### src/rtl/midi_pkg.sv
// rtl/midi_pkg.sv - shared types and widths for the MIDI voice allocator
// Contents:
//   NOTE_W, VEL_W    widths of a MIDI note number and a MIDI velocity
//   alloc_state_t    allocator FSM states (IDLE, SEARCH, COMMIT)
//   midi_msg_t       one classified message {is_on, note, vel}
//   classify_msg     folds "Note On with velocity 0" into a release
package midi_pkg;

  localparam int NOTE_W = 7;
  localparam int VEL_W  = 7;

  typedef enum logic [1:0] {
    IDLE   = 2'd0,
    SEARCH = 2'd1,
    COMMIT = 2'd2
  } alloc_state_t;

  typedef struct packed {
    logic              is_on;
    logic [NOTE_W-1:0] note;
    logic [VEL_W-1:0]  vel;
  } midi_msg_t;

  // Note On with zero velocity is the running-status idiom for Note Off.
  function automatic midi_msg_t classify_msg(input logic              on_trig,
                                             input logic [NOTE_W-1:0] note,
                                             input logic [VEL_W-1:0]  vel);
    midi_msg_t m;
    m.is_on = on_trig && (vel != '0);
    m.note  = note;
    m.vel   = vel;
    return m;
  endfunction

endpackage

### src/rtl/midi_voice_allocator_if.sv
// rtl/midi_voice_allocator_if.sv - decoded note-message bus from midi_receiver
// Signals:
//   msg_valid        one-cycle strobe, message fields are valid
//   note_on_trigger  1 = Note On, 0 = Note Off
//   note_number      MIDI note number
//   velocity         MIDI velocity
// Modports: master drives the bus (receiver), slave consumes it (allocator).
interface midi_voice_allocator_if;

  logic                          msg_valid;
  logic                          note_on_trigger;
  logic [midi_pkg::NOTE_W-1:0]   note_number;
  logic [midi_pkg::VEL_W-1:0]    velocity;

  modport master (output msg_valid, output note_on_trigger,
                  output note_number, output velocity);
  modport slave  (input  msg_valid, input  note_on_trigger,
                  input  note_number, input  velocity);

endinterface

### src/rtl/midi_voice_allocator.sv
// rtl/midi_voice_allocator.sv - assigns note-on messages to synth voice slots
// Ports:
//   clk, rst_n      clock and synchronous active-low reset
//   msg             note-message bus (slave modport)
//   panic           all-notes-off request, level-sampled, beats everything but reset
//   voice_active    gate per voice
//   voice_note      voice i note in bits [7i+6:7i]
//   voice_velocity  same packing as voice_note
//   voice_trigger   one-cycle pulse when a voice is (re)started
//   steal           one-cycle pulse when an active voice was overwritten
//   busy            high while searching or committing
//   overflow        sticky, a message was dropped (cleared only by reset)
// A message is scanned one voice per cycle, then committed in one cycle, so
// outputs move NUM_VOICES+1 edges after msg_valid is sampled.
module midi_voice_allocator
  import midi_pkg::*;
#(
  parameter int NUM_VOICES = 4,
  parameter int AGE_W      = 8
) (
  input  logic                         clk,
  input  logic                         rst_n,
  midi_voice_allocator_if.slave        msg,
  input  logic                         panic,
  output logic [NUM_VOICES-1:0]        voice_active,
  output logic [NOTE_W*NUM_VOICES-1:0] voice_note,
  output logic [VEL_W*NUM_VOICES-1:0]  voice_velocity,
  output logic [NUM_VOICES-1:0]        voice_trigger,
  output logic                         steal,
  output logic                         busy,
  output logic                         overflow
);

  localparam int IDX_W = $clog2(NUM_VOICES);
  localparam logic [AGE_W-1:0] AGE_MAX = '1;
  localparam logic [IDX_W-1:0] IDX_LAST = IDX_W'(NUM_VOICES - 1);

  alloc_state_t state, next_state;

  logic [IDX_W-1:0]  idx;
  midi_msg_t         cur;
  midi_msg_t         pend;
  logic              pend_full;
  midi_msg_t         in_msg;
  logic              load_pend;

  logic [NOTE_W-1:0] note_q [NUM_VOICES];
  logic [VEL_W-1:0]  vel_q  [NUM_VOICES];
  logic [AGE_W-1:0]  age_q  [NUM_VOICES];

  // Scan results, valid once the last voice has been examined.
  logic              match_found, free_found, old_found;
  logic [IDX_W-1:0]  match_idx, free_idx, old_idx;
  logic [AGE_W-1:0]  old_age;
  logic [IDX_W-1:0]  tgt;

  assign in_msg    = classify_msg(msg.note_on_trigger, msg.note_number, msg.velocity);
  assign load_pend = (state == IDLE) && pend_full;

  for (genvar g = 0; g < NUM_VOICES; g++) begin : g_pack
    assign voice_note[g*NOTE_W +: NOTE_W]   = note_q[g];
    assign voice_velocity[g*VEL_W +: VEL_W] = vel_q[g];
  end

  // Re-use beats free slot, free slot beats stealing the oldest.
  always_comb begin
    tgt = old_idx;
    if (match_found)     tgt = match_idx;
    else if (free_found) tgt = free_idx;
  end

  // FSM: state register
  always_ff @(posedge clk) begin
    if (!rst_n) state <= IDLE;
    else        state <= next_state;
  end

  // FSM: next state
  always_comb begin
    next_state = state;
    if (panic) begin
      next_state = IDLE;
    end else begin
      case (state)
        IDLE:    if (pend_full || msg.msg_valid) next_state = SEARCH;
        SEARCH:  if (idx == IDX_LAST)            next_state = COMMIT;
        COMMIT:  next_state = IDLE;
        default: next_state = IDLE;
      endcase
    end
  end

  // FSM: outputs
  always_comb begin
    busy = (state != IDLE);
  end

  // Datapath: message intake, scan bookkeeping and voice updates
  always_ff @(posedge clk) begin
    if (!rst_n) begin
      idx           <= '0;
      cur           <= '0;
      pend          <= '0;
      pend_full     <= 1'b0;
      overflow      <= 1'b0;
      voice_active  <= '0;
      voice_trigger <= '0;
      steal         <= 1'b0;
      match_found   <= 1'b0;
      free_found    <= 1'b0;
      old_found     <= 1'b0;
      match_idx     <= '0;
      free_idx      <= '0;
      old_idx       <= '0;
      old_age       <= '0;
      for (int i = 0; i < NUM_VOICES; i++) begin
        note_q[i] <= '0;
        vel_q[i]  <= '0;
        age_q[i]  <= '0;
      end
    end else if (panic) begin
      // Notes and velocities are kept; only gates, ages and queued work go.
      idx           <= '0;
      pend_full     <= 1'b0;
      voice_active  <= '0;
      voice_trigger <= '0;
      steal         <= 1'b0;
      for (int i = 0; i < NUM_VOICES; i++) age_q[i] <= '0;
    end else begin
      voice_trigger <= '0;
      steal         <= 1'b0;

      if (load_pend) begin
        cur       <= pend;
        pend_full <= 1'b0;
      end

      // The pending slot frees up in the same cycle it is loaded, so a new
      // message arriving then can take its place.
      if (msg.msg_valid) begin
        if (state == IDLE && !pend_full) begin
          cur <= in_msg;
        end else if (!pend_full || load_pend) begin
          pend      <= in_msg;
          pend_full <= 1'b1;
        end else begin
          overflow  <= 1'b1;
        end
      end

      case (state)
        IDLE: begin
          idx         <= '0;
          match_found <= 1'b0;
          free_found  <= 1'b0;
          old_found   <= 1'b0;
        end
        SEARCH: begin
          if (voice_active[idx] && note_q[idx] == cur.note && !match_found) begin
            match_found <= 1'b1;
            match_idx   <= idx;
          end
          if (!voice_active[idx] && !free_found) begin
            free_found <= 1'b1;
            free_idx   <= idx;
          end
          // Strict compare keeps the lowest index on equal ages.
          if (voice_active[idx] && (!old_found || age_q[idx] > old_age)) begin
            old_found <= 1'b1;
            old_idx   <= idx;
            old_age   <= age_q[idx];
          end
          idx <= idx + 1'b1;
        end
        COMMIT: begin
          if (cur.is_on) begin
            for (int i = 0; i < NUM_VOICES; i++) begin
              if (IDX_W'(i) == tgt)
                age_q[i] <= '0;
              else if (voice_active[i] && age_q[i] != AGE_MAX)
                age_q[i] <= age_q[i] + 1'b1;
            end
            voice_active[tgt]  <= 1'b1;
            note_q[tgt]        <= cur.note;
            vel_q[tgt]         <= cur.vel;
            voice_trigger[tgt] <= 1'b1;
            steal              <= !match_found && !free_found;
          end else if (match_found) begin
            voice_active[match_idx] <= 1'b0;
          end
        end
        default: ;
      endcase
    end
  end

endmodule

### src/flat_wrapper.sv
// flat-port wrapper written by rule: the top's interface ports become plain ports
module midi_voice_allocator_flat import midi_pkg::*;
#(
  parameter int NUM_VOICES = 4,
  parameter int AGE_W      = 8
)
  (clk, rst_n, panic, voice_active, voice_note, voice_velocity, voice_trigger, steal, busy, overflow, msg_msg_valid, msg_note_on_trigger, msg_note_number, msg_velocity);
  midi_voice_allocator_if msg_i ();
  input  logic clk;
  input  logic rst_n;
  input  logic panic;
  output logic [NUM_VOICES-1:0] voice_active;
  output logic [NOTE_W*NUM_VOICES-1:0] voice_note;
  output logic [VEL_W*NUM_VOICES-1:0] voice_velocity;
  output logic [NUM_VOICES-1:0] voice_trigger;
  output logic steal;
  output logic busy;
  output logic overflow;
  input wire logic [$bits(msg_i.msg_valid)-1:0] msg_msg_valid;
  input wire logic [$bits(msg_i.note_on_trigger)-1:0] msg_note_on_trigger;
  input wire logic [$bits(msg_i.note_number)-1:0] msg_note_number;
  input wire logic [$bits(msg_i.velocity)-1:0] msg_velocity;
  assign msg_i.msg_valid = msg_msg_valid;
  assign msg_i.note_on_trigger = msg_note_on_trigger;
  assign msg_i.note_number = msg_note_number;
  assign msg_i.velocity = msg_velocity;
  midi_voice_allocator #(.NUM_VOICES(NUM_VOICES), .AGE_W(AGE_W)) u_core (.clk(clk), .rst_n(rst_n), .msg(msg_i), .panic(panic), .voice_active(voice_active), .voice_note(voice_note), .voice_velocity(voice_velocity), .voice_trigger(voice_trigger), .steal(steal), .busy(busy), .overflow(overflow));
endmodule
### config.mk
export PLATFORM = sky130hd
export DESIGN_NAME = midi_voice_allocator_flat
export DESIGN_NICKNAME = d
export VERILOG_FILES = /design/src/rtl/midi_pkg.sv /design/src/rtl/midi_voice_allocator_if.sv /design/src/rtl/midi_voice_allocator.sv /design/src/flat_wrapper.sv
export SDC_FILE = /design/constraint.sdc
export NUM_CORES = 1
export LEC_CHECK = 0
export ABC_CLOCK_PERIOD_IN_PS = 7900
export CORE_UTILIZATION = 30
export CTS_CLUSTER_DIAMETER = 40
export DETAILED_ROUTE_END_ITERATION = 7
export SYNTH_ARGS = -nofsm -noshare
export SYNTH_HDL_FRONTEND = slang
export SYNTH_SLANG_ARGS = --single-unit
### constraint.sdc
create_clock -name clk -period 7.9 [get_ports clk]
set_input_delay 1.185 -clock clk [delete_from_list [all_inputs] [get_ports clk]]
set_output_delay 1.185 -clock clk [all_outputs]
set_load 0.01 [all_outputs]
Word level (Yosys, flattened, before mapping)
Memories as Yosys holds them, arrays and structs flattened. A register that Yosys moved wholly into a read port is not among the register bits.
Cells that the tools add are included.
{"block": "classes", "mux": 110, "bitwise_logic": 21, "magnitude_cmp": 6, "n_reduce_logical": 42, "n_eq_ne": 16, "n_addsub": 5}
{"operator": "8-bit 2-to-1 mux", "n": 12}
{"operator": "1-bit 2-to-1 mux", "n": 73}
{"operator": "15-bit 2-to-1 mux", "n": 3}
{"operator": "8-bit by 1-bit adder with 8-bit output, second input constant", "n": 4}
{"operator": "8-bit != test, second input constant", "n": 4}
{"operator": "2-bit 2-to-1 mux", "n": 10}
{"operator": "3-bit AND reduction", "n": 6}
{"operator": "1-bit logical AND", "n": 14}
{"operator": "7-bit 2-to-1 mux", "n": 2}
{"operator": "7-bit OR reduction", "n": 2}
{"operator": "1-bit bitwise OR", "n": 12}
{"operator": "2-bit by 3-bit < comparator with 1-bit output, second input constant", "n": 3}
{"operator": "8-bit > comparator", "n": 1}
{"operator": "4-bit 2-to-1 mux", "n": 2}
{"operator": "2-bit by 1-bit != test with 1-bit output, second input constant", "n": 4}
{"operator": "2-bit case mux with 2 select lines", "n": 2}
{"operator": "4-bit AND reduction", "n": 2}
{"operator": "7-bit == test", "n": 1}
{"operator": "7-bit nonzero test", "n": 1}
{"operator": "1-bit inverter", "n": 6}
{"operator": "1-bit case mux with 2 select lines", "n": 3}
{"operator": "2-bit nonzero test", "n": 3}
{"operator": "1-bit logical NOT", "n": 5}
{"operator": "4-bit bitwise AND", "n": 1}
{"operator": "other kinds (16)", "n": 24}
{"block": "word_totals", "ramBits": 88, "elab_cells": 223, "mem_count": 3, "reg_bits": 62, "output_inout_bits": 67}
{"name": "u_core.age_q", "depth": 4, "word_bits": 8, "rd": 5, "rd_clocked_by_memory_dff": 1, "write_ports": 4, "line_no": "midi_voice_allocator.sv:49", "source": "logic [AGE_W-1:0] age_q [NUM_VOICES];"}
{"name": "u_core.note_q", "depth": 4, "word_bits": 7, "rd": 5, "rd_clocked_by_memory_dff": 1, "write_ports": 4, "line_no": "midi_voice_allocator.sv:47", "source": "logic [NOTE_W-1:0] note_q [NUM_VOICES];"}
{"name": "u_core.vel_q", "depth": 4, "word_bits": 7, "rd": 4, "rd_clocked_by_memory_dff": 0, "write_ports": 4, "line_no": "midi_voice_allocator.sv:48", "source": "logic [VEL_W-1:0] vel_q [NUM_VOICES];"}

Depth between registers and ports, before layout
{"block": "depth", "word_depth": 11, "mapped_depth": 12, "depth_no_buf": 9}

Worst setup path after synthesis
OpenSTA, ideal clock, no wires.
{"block": "synth_path", "kind": "input-to-reg", "from": "input port rst_n", "to": "memory u_core.note_q[1][0] (enable)", "stages": 6, "path_slack_ps": 4420, "n_path_buf": 3, "setup_time_ps": 404, "arrival_ps": 3075, "cell_sequence": "buf_2 > nand2b_1 > buf_2 > or2_2 > clkbuf_1 > o21ai_0"}
{"item": "start: declaration", "line_no": "flat_wrapper.sv:10", "source": "input logic rst_n;"}
{"item": "end: declaration", "line_no": "midi_voice_allocator.sv:47"}

==> results.sh <==
export IMPL_cts_resized=0
export IMPL_outcome="finished, violations left"
export IMPL_final_cell_mix="113 x nor2_1, 85 x clkdlybuf4s50_1, 80 x edfxtp_1, 72 x dfxtp_1, 56 x nand2_1"
export IMPL_power_density_nw_per_um2=206
export IMPL_worstSetupStartpointType="input pin"
export IMPL_io_buffers=85
export IMPL_grt_pass1_vias=4725
export IMPL_worstSkewPairLatency_ns=0.43
export IMPL_yosys_register_bits=152
export IMPL_area_delta_synth_final_pct=24.5
export IMPL_via_per_inst=4.87
export IMPL_leakage_nw=3.16
export IMPL_fillers=2141
export IMPL_postRouteAntennaNets=0
export IMPL_drtIter0Drc=395
export IMPL_cts_htree_levels=4
export IMPL_drv_cap=0
export IMPL_initial_core_util_pct=30.9
export IMPL_dieArea_um2=23300
export IMPL_core_area_um2=22000
export IMPL_violations="DRC"
export IMPL_gr_usage_all_layers_pct=15.2
export IMPL_cts_made_buffers=17
export IMPL_maxSlewViolCount=0
export IMPL_worstPathArrival_ns=4.00
export IMPL_critPathLaunch="rst_n"
export IMPL_antenna_cells_inserted=0
export IMPL_dp_hpwl_um=12200
export IMPL_fp_dieW_um=153
export IMPL_io_pins=86
export IMPL_slew_headroom_pct=26.8
export IMPL_cts_tree="done"
export IMPL_syn_area_per_cell_um2=10.8
export IMPL_drc=2
export IMPL_placedInstanceArea_um2=7910
export IMPL_worstHoldStart="u_core.old_age[2]$_SDFFE_PN0P_"
export IMPL_min_period_over_period_pct=49.6
export IMPL_drt_wl_total_um=17000
export IMPL_clock_sinks=152
export IMPL_std_cell_rows=54
export IMPL_overflow=0
export IMPL_worstPathRequired_ns=7.98
export IMPL_tightest_slew_ns=1.09
export IMPL_yosys_warnings=0
export IMPL_worst_setup_path_end_kind="flip-flop"
export IMPL_cts_root_buffer="clkbuf_16"
export IMPL_drive_gt1_share_pct=8.58
export IMPL_synth_nets=662
export IMPL_antenna_found_initial=0
export IMPL_synthArstFlopShare_pct=0
export IMPL_critical_path_class="in -> reg"
export IMPL_min_period_ns=3.92
export IMPL_yosysUniqueCellTypes=58
export IMPL_finClkSkew_ns=0.0104
export IMPL_grt_max_degree=44
export IMPL_crit_path_max_fanout=43
export IMPL_rsz0062_at_grt="false"
export IMPL_avgRoutedWirePerCell_um=17.0
export IMPL_gp_congestion=0.790
export IMPL_fmax_mhz=255
export IMPL_grt_pass1_wl_um=27100
export IMPL_cts_hold_buf=0
export IMPL_ys_flop_type="edfxtp_1"
export IMPL_setup_viol=0
export IMPL_nets=742
export IMPL_finalHoldViolCount=0
export IMPL_first_pass_iters=7
export IMPL_synth_edff_count=80
export IMPL_clk_pin_slew_ns=0.06
export IMPL_die_h_um=153
export IMPL_hp_class="reg -> reg"
export IMPL_syn_cell_area_um2=6800
export IMPL_vias=4886
export IMPL_ir_drop_mv=0.180
export IMPL_layout_commonest_cell="nor2_1"
export IMPL_clockBufferDepth=2
export IMPL_fin_setup_tns_ns=0
export IMPL_seq_area_frac_synth_pct=56.5
export IMPL_finalInstanceArea_um2=8470
export IMPL_syn_instance_count=630
export IMPL_post_cts_buffers=0
[cells by family after synthesis]
group           count (synthesis)  share of synthesized area (%)
xor+xnor                       25                           3.22
buf+inv                        60                           3.71
mux                            46                           9.45
compound gates                 97                           8.64
flops                         152                           56.5
simple gates                  237                           16.1
fa+ha+maj                      13                           2.39
[flip-flops by register name, indices dropped and copies added (netlist names), 4 cells and up, named ones only]
signal and flops:
u_core.age_q 32, u_core.cur 15, u_core.note_q 28, u_core.old_age 8, u_core.pend 15, u_core.vel_q 28
u_core.voice_active 4, u_core.voice_trigger 4
[final cells by class]
class | count | area [um^2] | area share, %
multi-input cells | 418 | 2710 | 32.0
repair buffers | 91 | 896 | 10.6
flip-flops and latches | 152 | 3840 | 45.4
clock buffers | 21 | 483 | 5.70
inverters | 30 | 113 | 1.33
well taps | 280 | 350 | 4.13
clock inverters | 11 | 81.3 | 0.960
[routing by layer]
layer  track usage [%]  up-vias  wire [um]
li1                  -     2408          -
met1              21.4     2346       8110
met2              23.7      115       7900
met3              2.22       17        790
met4              5.34        0        243
met5                 0        -          0
[power by group]
part | internal (mW) | total (mW) | switching (mW)
Clock | 0.444 | 0.779 | 0.335
Combinational | 0.0455 | 0.0955 | 0.0500
Sequential | 0.852 | 0.872 | 0.0205
[per-stage QoR]
stage | power (mW) | utilization [%] | setup slack (ns) | cells | hold WS (ns)
after floorplan | 0.932 | - | 4.42 | 630 | 0.434
after global placement | 0.984 | 35.9 | 3.62 | 971 | 0.445
after detailed placement | 0.985 | 35.9 | 3.52 | 971 | 0.450
after CTS | 1.76 | 38.5 | 3.93 | 1003 | 0.462
after global routing | 1.80 | 38.5 | 3.66 | 1003 | 0.482
final | 1.75 | 38.5 | 3.98 | 1003 | 0.460
[Yosys cell counts, types with 2 or more instances]
cell       instances  area [um^2]
nor3_1             3         15.0
o2111ai_1          3         26.3
o21ai_1            2         10.0
nor2_1           113          424
or3b_1             3         26.3
nor2b_1            2         12.5
buf_2             10         50.1
o21a_1             2         15.0
nand4_1            5         31.3
nand3b_1           2         15.0
nand3_1           18         90.1
o22ai_1           15         93.8
mux4_2            12          270
o211a_1            2         20.0
buf_4              2         15.0
nor2_2             2         12.5
nand2b_1           4         25.0
a21oi_1           30          150
and2_1             2         12.5
a41oi_1            2         17.5
nand2_1           56          210
ha_1              13          163
or3b_2             2         17.5
and4_1             3         26.3
xor2_1            13          114
and3_1             9         56.3
a31oi_1            2         12.5
or2_2              3         18.8
dfxtp_1           72         1440
mux2i_1           32          320
buf_1              2         7.51
o221a_2            2         22.5
xnor2_1           12          105
edfxtp_1          80         2400
inv_1             29          109
clkbuf_1          15         56.3
o21ai_0           29          145
mux4_1             2         52.6
[worst paths after layout]
path | endpoint | slack [ns] | depth (start not counted)
setup / recovery | u_core.age_q[3][3]$_SDFFCE_PN0P_ | 3.98 | 6
hold / removal | u_core.old_age[2]$_SDFFE_PN0P_ | 0.46 | 2
setup reg to reg | u_core.old_age[7]$_SDFFE_PN0P_ | 4.35 | 8
hold reg to reg | u_core.old_age[2]$_SDFFE_PN0P_ | 0.46 | 2
[worst max-delay path, stage by stage]
cell and delay (ns):
clkdlybuf4s50_1 0.45, buf_4 0.35, nand2b_1 0.34, nor2_2 0.73
o2111ai_1 0.48, nand3_1 0.45
Power figures use the tool's default switching activity.
